===== src/rtl/sext_rr_arbiter.sv =====
// Round-robin arbiter in front of a shared sign-extension datapath.
// One registered result slot with requester ID and a valid/ready output.
module sext_rr_arbiter #(
    parameter  int NUM_REQ   = 4,
    parameter  int IN_WIDTH  = 16,
    parameter  int OUT_WIDTH = 32,
    localparam int ID_W      = (NUM_REQ > 1) ? $clog2(NUM_REQ) : 1
) (
    input  logic                         clk,
    input  logic                         rst_n,
    input  logic [NUM_REQ-1:0]           req_valid,
    input  logic [NUM_REQ-1:0]           req_byte,
    input  logic [NUM_REQ*IN_WIDTH-1:0]  req_data,
    output logic [NUM_REQ-1:0]           req_ready,
    output logic                         out_valid,
    input  logic                         out_ready,
    output logic [OUT_WIDTH-1:0]         out_data,
    output logic [ID_W-1:0]              out_id
);

    generate
        if (OUT_WIDTH <= IN_WIDTH) begin : g_bad_out_width
            $error("sext_rr_arbiter: OUT_WIDTH must exceed IN_WIDTH");
        end
        if (IN_WIDTH < 8) begin : g_bad_in_width
            $error("sext_rr_arbiter: IN_WIDTH must be at least 8");
        end
        if (NUM_REQ < 2) begin : g_bad_num_req
            $error("sext_rr_arbiter: NUM_REQ must be at least 2");
        end
    endgenerate

    // Handshakes: a transfer happens on a cycle where valid and ready are both
    // high at the rising edge; ready never looks at the payload, and a valid
    // requester holds data/byte stable until it sees ready.

    logic [ID_W-1:0]     rr_ptr;
    logic [ID_W-1:0]     winner;
    logic                any_valid;
    logic                slot_free;
    logic                grant;
    logic [IN_WIDTH-1:0] ops [NUM_REQ];

    function automatic logic [OUT_WIDTH-1:0] sext(input logic [IN_WIDTH-1:0] d,
                                                  input logic                b);
        if (b)
            return {{(OUT_WIDTH-8){d[7]}}, d[7:0]};
        else
            return {{(OUT_WIDTH-IN_WIDTH){d[IN_WIDTH-1]}}, d};
    endfunction

    always_comb begin
        for (int i = 0; i < NUM_REQ; i++) begin
            ops[i] = req_data[i*IN_WIDTH +: IN_WIDTH];
        end
    end

    // First valid index at or after rr_ptr, wrapping modulo NUM_REQ.
    always_comb begin
        int              idx;
        logic [ID_W-1:0] cand;
        idx       = 0;
        cand      = '0;
        any_valid = 1'b0;
        winner    = '0;
        for (int i = 0; i < NUM_REQ; i++) begin
            idx = int'(rr_ptr) + i;
            if (idx >= NUM_REQ) idx = idx - NUM_REQ;
            cand = ID_W'(idx);
            if (!any_valid && req_valid[cand]) begin
                any_valid = 1'b1;
                winner    = cand;
            end
        end
    end

    assign slot_free = !out_valid || out_ready;
    assign grant     = rst_n && slot_free && any_valid;
    assign req_ready = grant ? (NUM_REQ'(1) << winner) : '0;

    always_ff @(posedge clk or negedge rst_n) begin
        if (!rst_n) begin
            out_valid <= 1'b0;
            out_data  <= '0;
            out_id    <= '0;
            rr_ptr    <= '0;
        end else if (grant) begin
            out_valid <= 1'b1;
            out_data  <= sext(ops[winner], req_byte[winner]);
            out_id    <= winner;
            rr_ptr    <= (winner == ID_W'(NUM_REQ-1)) ? '0 : winner + 1'b1;
        end else if (out_ready) begin
            out_valid <= 1'b0;
        end
    end

endmodule


===== config.mk =====
export PLATFORM = sky130hd
export DESIGN_NAME = sext_rr_arbiter
export DESIGN_NICKNAME = d
export VERILOG_FILES = /design/src/rtl/sext_rr_arbiter.sv
export SDC_FILE = /design/constraint.sdc
export NUM_CORES = 1
export LEC_CHECK = 0
export BUFFER_PORTS_ARGS = -buffer_cell sky130_fd_sc_hd__buf_2
export CAP_MARGIN = 20
export CORE_UTILIZATION = 39
export CTS_BUF_LIST = sky130_fd_sc_hd__clkbuf_16
export DETAILED_ROUTE_END_ITERATION = 8
export PLACE_DENSITY = 0.77
export SLEW_MARGIN = 20
export SYNTH_ARGS = -nofsm -noshare
export SYNTH_HDL_FRONTEND = slang
export SYNTH_SLANG_ARGS = --single-unit

===== constraint.sdc =====
create_clock -name clk -period 2 [get_ports clk]
set_input_delay 0.1 -clock clk [delete_from_list [all_inputs] [get_ports clk]]
set_output_delay 0.1 -clock clk [all_outputs]
set_load 0.01 [all_outputs]

==> results.tsv <==
stage	metric	value	unit
run_status	status	finished, violations left	
run_status	violated checks	design-rule violations, negative setup slack	
global_route	met2 Track Usage GR	42.2	%
logic_synthesis	syn_nets	276	
pwr	sw power	0.00148	W
cells_and_area	multi-input logic area	1310	sq um
setup_path	CP required	1900	ps
drt	antenna-violating nets left	0	
logic_synthesis	area leader, netlist	dfrtp_1	
pwr	combinational power share	64.3	%
timing	Final WS setup	-80.1	ps
cells_and_area	Antenna Cells	0	
pwr	Int Pwr	0.00194	W
logic_synthesis	Post-Syn Area	1870	sq um
timing	worst slew pin tran	622	ps
logic_synthesis	yosys warns	0	
setup_path	cell mode on critical path	buf_4	
setup_path	Max stage delay on crit path	440	ps
setup_path	family with the most delay on the worst path	flip-flops	
drt	WL/cell	17.0	microns
job	Max-Cap Viols	0	
placed_design	Final HPWL DP	4.21	mm
clocking	CTS tree	done	
pwr	PwrDens	1220	nW/um^2
floorplanning	DIE WIDTH	71.2	microns
drt	via/cell ratio	5.74	
cells_and_area	sequential standard cell area	528	sq um
global_route	first-pass GRT wire length	9.00	mm
drt	# DRC	9	
drt	Total Wirelength	6.25	mm
clocking	Clock Path Buffers	2	
cells_and_area	Non-Filler Instances	367	
clocking	later-pin clock latency in the skew report	260	ps
global_route	overall routing resource usage	22.3	%
global_route	largest net degree at the start of global routing	22	
floorplanning	Top Ports	114	
cells_and_area	Layout area overhead	50.7	%
logic_synthesis	Synth Flop Type	dfrtp_1	
setup_path	Critical Path Start Type	flip-flop	
pwr	Sw Ratio	43.3	%
logic_synthesis	number of flops mapped to enable cells by yosys	0	
logic_synthesis	Mapped Avg Cell Area	9.48	sq um
global_route	met1 Track Usage GR	26.3	%
setup_path	cells along the critical path	nand2b_1 -> a21oi_2 -> nor3_4 -> buf_4 -> buf_4 -> ha_1 -> and2_1 -> buf_2	
timing	count of final hold-check violations	0	
placed_design	placed insts	350	
timing	Final Skew	7.57	ps
placed_design	pre-CTS setup slack	-70.7	ps
global_route	met3 Use GR	3.09	%
global_route	initial antenna violation count	0	
logic_synthesis	top cell type's share of synthesized area	28.1	%
setup_path	critical path class	reg2out	
cells_and_area	fillcell total	357	
setup_path	Worst setup EP type	output port	
setup_path	WP data arrival	1980	ps
logic_synthesis	Post-synth ARST share	100	%
timing	Final TNS setup	-114	ps
timing	worst rel slew slack	58.0	%
timing	Final period util	104	%
floorplanning	die area	5070	sq um
floorplanning	initial cell density of the core	41.8	%
timing	Fmax	481	MHz
global_route	vias in the first global route	1881	
clocking	H-tree Lvls	1	
setup_path	crit-path max FO	7	
setup_path	R2R Setup Slk	-30	ps
clocking	CTS buffer count	3	
floorplanning	core area	4470	sq um
setup_path	slowest stage cell, crit path	dfrtp_2	
clocking	CTS clk-pin slew, worst paths	70	ps
drt	vias post-DR	2108	
placed_design	gpl congestion	0.837	
setup_path	WP buf/inv	3	
pwr	VDD IR max	615	uV
timing	count of pins over their slew limit	0	
drt	drt initial violations	230	
pwr	P_leak	1.36	nW
placed_design	# port buffers	113	
clocking	Sink Count	21	
global_route	busiest grt layer	met2	
timing	RSZ-0062 raised after global routing	yes	
logic_synthesis	post-synth cell types	41	
floorplanning	row cnt	24	
floorplanning	Die Span Y	71.2	microns
pwr	Reg power frac	22.6	%
timing	worst hold margin	34.9	ps
pwr	clock network fraction of total power	13.1	%
drt	Pre-antenna DRT Iters	7	
clocking	Root Buffer	clkbuf_16	
global_route	overflow left after global routing	0	
timing	final setup vio count	3	
logic_synthesis	#FFs+latches synth	21	
min_path	Hold WC Path Type	in2reg	
logic_synthesis	share of the yosys chip area belonging to registers	28.1	%
cells_and_area	fin nets	395	
logic_synthesis	Synth Instances	197	
cells_and_area	share of cells above drive strength 1	61.3	%
logic_synthesis	Area contributors post-synth	dfrtp_1 28%, mux2i_1 12%, mux2_2 11%	
timing	Tmin final	2080	ps
[final timing paths]
check	startpoint	to	cells past startpoint
worst max-delay path	rr_ptr[1]$_DFFE_PN0P_	req_ready[1]	8
worst min-delay path	out_ready	out_valid$_DFFE_PN0P_	2
worst max register to register	rr_ptr[1]$_DFFE_PN0P_	out_data[11]$_DFFE_PN0P_	7
worst min register to register	out_data[7]$_DFFE_PN0P_	out_data[7]$_DFFE_PN0P_	2
max in group asynchronous	rst_n	rr_ptr[0]$_DFFE_PN0P_	3
min in group asynchronous	rst_n	rr_ptr[1]$_DFFE_PN0P_	3
[per-stage QoR]
stage / instance area (sq um) / utilization, % / total power, W
after floorplan: 1870 / - / 0.00217
after global placement: 2430 / 54.3 / 0.00259
after detailed placement: 2430 / 54.3 / 0.00264
after CTS: 2590 / 58.0 / 0.00316
after global routing: 2820 / 62.9 / 0.00363
final: 2820 / 62.9 / 0.00343
[cell type report]
type                            count  share of cell area [%]
Inverter                            9                    1.29
Clock buffer                        3                    2.67
Sequential cell                    21                    18.8
Clock inverter                      1                   0.267
Multi-Input combinational cell    143                    46.4
Tap cell                           52                    2.31
Timing Repair Buffer              138                    28.3
[per-layer routing]
layer / part of all wire [%] / wire [microns]
met1: 37 / 2320
met2: 52 / 3220
met3: 7.1 / 441
met4: 4.3 / 269
met5: 0 / 0
[cells by family (layout without fill, tap and decap cells)]
kind of cell / Yosys count / count (layout) / synth area share, %
AOI/OAI and AO/OA: 49 / 50 / 20.8
and+or+nand+nor: 48 / 48 / 13.4
muxes: 41 / 41 / 23.2
buffers and inverters: 34 / 151 / 11.9
DFF: 21 / 21 / 28.1
adders and majority gates: 4 / 4 / 2.68
[worst register-to-register path, delay by kind of cell (launching register included)]
family / cells / cell delay [ps]
compound gates: 4 / 1060
flops: 1 / 440
simple gates: 2 / 310
buf+inv: 1 / 110
[power groups by stage]
stage,combinational (W),sequential [W],clock [W]
global placement,0.00183,0.000760,0
global route,0.00235,0.000810,0.000471
finish,0.00220,0.000774,0.000448
floorplan,0.00133,0.000842,0
CTS,0.00195,0.000764,0.000439
detailed placement,0.00187,0.000771,0
[flip-flops by register name, summed over array words and instances (netlist names)]
name       cells
out_valid      1
out_id         2
out_data      16
rr_ptr         2
[synthesized netlist by cell type (2+ instances only)]
| cell type | instances |
|---|---|
| mux2i_1 | 23 |
| a211oi_1 | 6 |
| nand2_1 | 10 |
| buf_6 | 2 |
| mux2_2 | 18 |
| clkbuf_1 | 2 |
| nor2_1 | 14 |
| and2_1 | 4 |
| buf_2 | 4 |
| o22ai_1 | 7 |
| o2111ai_2 | 2 |
| a21oi_1 | 3 |
| dfrtp_1 | 21 |
| inv_1 | 7 |
| buf_4 | 16 |
| nand3_1 | 14 |
| o221ai_1 | 7 |
| o21ai_0 | 11 |
| ha_1 | 4 |
[cells in the final DEF, fill, tap and decap left out, types with 5 or more instances in the layout]
cell and instances:
inv_1 7, nand3_1 14, dfrtp_1 19, nor2_1 13, mux2_2 15, a211oi_1 5, o22ai_1 6, o221ai_1 5
o21ai_0 10, buf_2 111, mux2i_1 20, nand2_1 9, buf_4 21
[repair_timing]
action / in CTS / in global routing
setup endpoints to repair: 15 / 20
endpoints found under the hold margin: 21 / 0
setup buffers: 4 / 7
gates resized for setup: 9 / 29
hold buffers: 1 / 0
pin swaps: 4 / 6
cloned: 0 / 1
(Power assumes the default switching activity.)
